$ cat config.mk
export PLATFORM = sky130hd
export DESIGN_NAME = shift_arbiter
export DESIGN_NICKNAME = d
export VERILOG_FILES = /design/src/rtl/shift_arbiter.sv
export SDC_FILE = /design/constraint.sdc
export NUM_CORES = 1
export LEC_CHECK = 0
export ABC_AREA = 1
export BUFFER_PORTS_ARGS = -buffer_cell sky130_fd_sc_hd__buf_2
export CAP_MARGIN = 20
export CORE_UTILIZATION = 40
export DETAILED_ROUTE_END_ITERATION = 8
export PLACE_DENSITY = 0.71
export SLEW_MARGIN = 40
export SYNTH_ARGS = -nofsm -noshare
export SYNTH_HDL_FRONTEND = slang
export SYNTH_HIERARCHICAL = 1
export SYNTH_SLANG_ARGS = --single-unit
$ cat constraint.sdc
create_clock -name clk -period 2.55 [get_ports clk]
set_input_delay 0.3825 -clock clk [delete_from_list [all_inputs] [get_ports clk]]
set_output_delay 0.3825 -clock clk [all_outputs]
set_load 0.02 [all_outputs]
$ cat src/rtl/shift_arbiter.sv
// rtl/shift_arbiter.sv - two-requester round-robin arbiter sharing one right-shift core for SLL/SRL/SRA
module shift_arbiter_rsh_core #(
    parameter int DATA_W  = 32,
    parameter int SHAMT_W = 5
) (
    input  logic [DATA_W-1:0]  din,
    input  logic [SHAMT_W-1:0] shamt,
    output logic [DATA_W-1:0]  dout
);
    logic [SHAMT_W:0][DATA_W-1:0] stage;

    assign stage[0] = din;

    // Logarithmic barrel: stage s moves the word down by 2**s with zero fill.
    for (genvar s = 0; s < SHAMT_W; s++) begin : g_stage
        localparam int K = 2 ** s;
        assign stage[s+1] = shamt[s] ? {{K{1'b0}}, stage[s][DATA_W-1:K]} : stage[s];
    end

    assign dout = stage[SHAMT_W];
endmodule

module shift_arbiter #(
    parameter int DATA_W  = 32,
    parameter int SHAMT_W = 5
) (
    input  logic               clk,
    input  logic               rst_n,
    input  logic [1:0]         req_valid,
    output logic [1:0]         req_ready,
    input  logic [1:0]         req_op0,
    input  logic [DATA_W-1:0]  req_data0,
    input  logic [SHAMT_W-1:0] req_shamt0,
    input  logic [1:0]         req_op1,
    input  logic [DATA_W-1:0]  req_data1,
    input  logic [SHAMT_W-1:0] req_shamt1,
    output logic               rsp_valid,
    input  logic               rsp_ready,
    output logic               rsp_id,
    output logic [DATA_W-1:0]  rsp_data,
    output logic               busy
);
    typedef enum logic [1:0] {
        IDLE = 2'd0,
        EXEC = 2'd1,
        RESP = 2'd2
    } state_t;

    localparam logic [1:0] OP_SLL = 2'b00;
    localparam logic [1:0] OP_SRA = 2'b11;

    state_t             state, state_nxt;
    logic               rr_ptr;
    logic [1:0]         op_q;
    logic [DATA_W-1:0]  data_q;
    logic [SHAMT_W-1:0] shamt_q;
    logic               id_q;

    logic               accept;
    logic               win_id;
    logic [DATA_W-1:0]  core_in, core_out, result, sra_mask;
    logic [DATA_W-1:0]  data_rev, core_rev;

    // Ready is gated by rst_n so nothing looks accepted while reset is held.
    always_comb begin
        accept    = rst_n && (state == IDLE) && (req_valid != 2'b00);
        win_id    = (req_valid == 2'b11) ? rr_ptr : req_valid[1];
        req_ready = 2'b00;
        if (accept) begin
            req_ready = win_id ? 2'b10 : 2'b01;
        end
    end

    always_comb begin
        state_nxt = state;
        case (state)
            IDLE:    if (accept) state_nxt = EXEC;
            EXEC:    state_nxt = RESP;
            RESP:    if (rsp_ready) state_nxt = IDLE;
            default: state_nxt = IDLE;
        endcase
    end

    always_ff @(posedge clk or negedge rst_n) begin
        if (!rst_n) begin
            state <= IDLE;
        end else begin
            state <= state_nxt;
        end
    end

    always_ff @(posedge clk or negedge rst_n) begin
        if (!rst_n) begin
            rr_ptr   <= 1'b0;
            op_q     <= 2'b00;
            data_q   <= '0;
            shamt_q  <= '0;
            id_q     <= 1'b0;
            rsp_data <= '0;
            rsp_id   <= 1'b0;
        end else begin
            case (state)
                IDLE: if (accept) begin
                    id_q    <= win_id;
                    op_q    <= win_id ? req_op1    : req_op0;
                    data_q  <= win_id ? req_data1  : req_data0;
                    shamt_q <= win_id ? req_shamt1 : req_shamt0;
                end
                EXEC: begin
                    rsp_data <= result;
                    rsp_id   <= id_q;
                end
                RESP: if (rsp_ready) begin
                    rr_ptr <= ~rsp_id;
                end
                default: ;
            endcase
        end
    end

    // SLL rides the right-shift core through bit reversal; SRA ORs in a sign mask of the top shamt bits.
    always_comb begin
        for (int i = 0; i < DATA_W; i++) begin
            data_rev[i] = data_q[DATA_W-1-i];
            core_rev[i] = core_out[DATA_W-1-i];
            sra_mask[i] = (i + int'(shamt_q)) >= DATA_W;
        end
    end

    assign core_in = (op_q == OP_SLL) ? data_rev : data_q;

    shift_arbiter_rsh_core #(
        .DATA_W  (DATA_W),
        .SHAMT_W (SHAMT_W)
    ) u_core (
        .din   (core_in),
        .shamt (shamt_q),
        .dout  (core_out)
    );

    always_comb begin
        result = core_out;
        if (op_q == OP_SLL) begin
            result = core_rev;
        end else if (op_q == OP_SRA && data_q[DATA_W-1]) begin
            result = core_out | sra_mask;
        end
    end

    assign rsp_valid = (state == RESP);
    assign busy      = (state != IDLE);
endmodule

==> impl_results.md <==
- Post-synthesis cell count: 980
- # clock sinks: 76
- Total global-route track usage: between 20% and 30%
- Average wire per standard cell: 14.8 um
- Initial Utilization: 41.6%
- Post-place instance area: 6520 um2
- #FFs+latches synth: 76
- Power per cell area: 1500 nW/um2
- Final cell utilization of the core: about half
- Final-layout worst hold slack: around 0.18 ns
- Count of final hold-check violations: 0
- Clock tree from TritonCTS: built
- Endpoint of the lowest-slack register-to-register path: rsp_data[26]
- Static power due to leakage: 3.62 nW
- RR Startpoint: op_q[0]
- Count of input and output buffers: 119
- Area added between synthesis and finish: 16.6%
- Later-pin clock latency in the skew report: 0.35 ns
- Unrepaired setup endpoints after global routing: false
- Ports placed on the boundary: 120
- Total routed wirelength: 18500 um
- Antenna cells: 0
- Count of antenna-violating nets left after detailed routing: 0
- Global-route wire length before repair: 30700 um
- Number of search-and-repair iterations in the first detailed-routing pass: 6
- Share of the clock period used by the worst path: 91.9%
- Share of final-layout standard cells stronger than drive strength 1: 15.6%
- Arrival time at the worst endpoint: 2.62 ns
- Fin Setup TNS: 0 ns
- Standard cell core area: 14000 um2
- Total DRC errors in the routed layout: 0
- Final instance area: 6820 um2
- Deepest clock path buffer count: 2
- Antenna violations before repair: 0
- Final-report max-slew violation count: 0
- Tightest Pin Transition: between 0.6 and 0.7 ns
- Routability congestion estimate: just under 1
- Vert. Die Dim: between 100 and 150 um
- HPWL Detailed: 13700 um
- Number of cells after detailed placement: 1236
- Residual overflow from global routing: 0
- Peak supply drop: 0.000655 V
- R2R setup slack: 0.21 ns
- Number of nets in the layout: 1150
- Number of rows created at floorplan: 43
- Kind of start point of the critical path: register
- Min Clock Period, post-route: 2.34 ns
- Critical Setup Path Class: reg -> reg
- Via count: 6751
- Worst slack at placement: about 0.20 ns
- Maximum fanout along the worst path: 33
- Type of the tightest min-delay check: in -> async
- Maximum number of pins on one net before global-route repair: 77
- Yosys top cell by area: dfrtp_1
- Post-route insts no fill: 1250
- Synthesis warning total: 6
- Run status: finished clean
- Post-Route Skew: 0.00604 ns
- Mean area per synthesized cell: 5.96 um2
- Cell at the root of the clock tree: clkbuf_16
- Distinct cell type count after synthesis: 23
- Final setup violating endpoints: 0
- Number of buffers added by the clock tree synthesis step: 9
- Worst max-slew margin expressed relative to the limit: a little over half
- # Post-CTS Setup Buffers: 0
- Most common cell after layout, fill and taps aside: nand2_1
- Die footprint: roughly 15000 um2
- Vias in the first global route: 6187
- Crit path setup slack, layout: 0.205 ns
- CTS H-tree depth: 3
- Total power consumption of the routed design: 10.2 mW
- Die width: 123 um
- Data required time of the worst path: 2.83 ns
- Max-capacitance violation count: 0
- Crit. End Element: register
- Area of the mapped netlist: 5840 um2
- Share of the yosys chip area belonging to registers: 32.5%
- Proportion of netlist area held by the largest area contributor: 32.5%
- Fmax: 427 MHz
- Number of cells on the worst reg-to-reg path: 15
- Synthesized net count: 1063
- Vias per Instance: 5.40
- Cell types with the largest area share after synthesis: dfrtp_1 33%, nand2_1 25%, nand3_1 20%
- 1st-iter DRT viols: 813
- Clock-pin slew on the worst setup and hold paths: 0.05 ns
- Commonest non-fill, non-tap cells in the layout: 386 x nand2_1, 235 x nand3_1, 118 x buf_2, 76 x dfrtp_1, 61 x nor2_1
==> metal layers <==
metal,GRT usage (%),vias to the layer above,share of wire (%)
li1,-,3358,-
met1,37.5,3053,46
met2,39.0,302,44
met3,5.53,38,8.1
met4,9.60,0,2.5
met5,0,-,0
==> logic make-up (layout without fill, tap and decap cells) <==
| logic type | Yosys count | count (layout) | share of synthesized area, % |
|---|---|---|---|
| and+or+nand+nor | 698 | 698 | 51.2 |
| DFF | 76 | 76 | 32.5 |
| AOI/OAI and AO/OA | 87 | 87 | 7.56 |
| buffers and inverters | 119 | 209 | 8.72 |
==> sequential cells by signal, indices dropped and copies added (netlist names) <==
signal,cells
rsp_id,1
rr_ptr,1
data_q,32
shamt_q,5
op_q,2
id_q,1
rsp_data,32
state,2
==> repair_timing <==
item	CTS	global route
setup endpoints to repair	0	31
gates resized for setup	0	4
hold buffers	0	0
==> layout make-up <==
| type | count | area (um2) |
|---|---|---|
| Clock inverter | 2 | 35.0 |
| Multi-Input combinational cell | 785 | 3430 |
| Tap cell | 180 | 225 |
| Timing Repair Buffer | 138 | 748 |
| Clock buffer | 12 | 256 |
| Fill cell | 1470 | 7230 |
| Inverter | 57 | 216 |
| Sequential cell | 76 | 1900 |
==> synth_stat cells <==
cell type,instances
nand3_1,235
nand3_2,1
dfrtp_1,76
nand2_1,386
nand4_1,1
nor3_1,6
buf_1,4
o21ai_1,16
buf_4,8
clkbuf_1,24
o21ai_2,1
o31ai_1,1
buf_2,26
nand2_4,1
nor2_1,61
inv_2,6
o21ai_0,48
a21oi_1,21
inv_1,51
nor2_4,2
nand3_4,1
nor2_8,1
nor2_2,3
==> power breakdown <==
group	switching, mW	total, mW	internal [mW]
Combinational	4.72	6.80	2.07
Clock	0.471	1.27	0.798
Sequential	0.405	2.15	1.74
==> worst max-delay path by stage <==
| stage | end | from |
|---|---|---|
| after floorplan | rsp_data[30] | op_q[1] |
| after global placement | rsp_data[13] | op_q[1] |
| after detailed placement | rsp_data[23] | op_q[1] |
| after CTS | rsp_data[23] | op_q[1] |
| after global routing | rsp_data[26] | op_q[0] |
| final | rsp_data[26] | op_q[0] |
==> worst max-delay path, cell delays in order, from the launching register on <==
cell	delay (ns)
dfrtp_1	0.44
nor2_4	0.25
inv_4	0.17
o21ai_1	0.29
nand2_1	0.12
nand3_1	0.13
nand3_1	0.15
nand2_1	0.12
nand2_1	0.05
nand2_1	0.07
nand2_1	0.07
nand2_1	0.12
nor2_1	0.05
nor2_1	0.10
nand2_1	0.07
nand2_1	0.06
No activity file was read; power rests on OpenSTA's default activity.
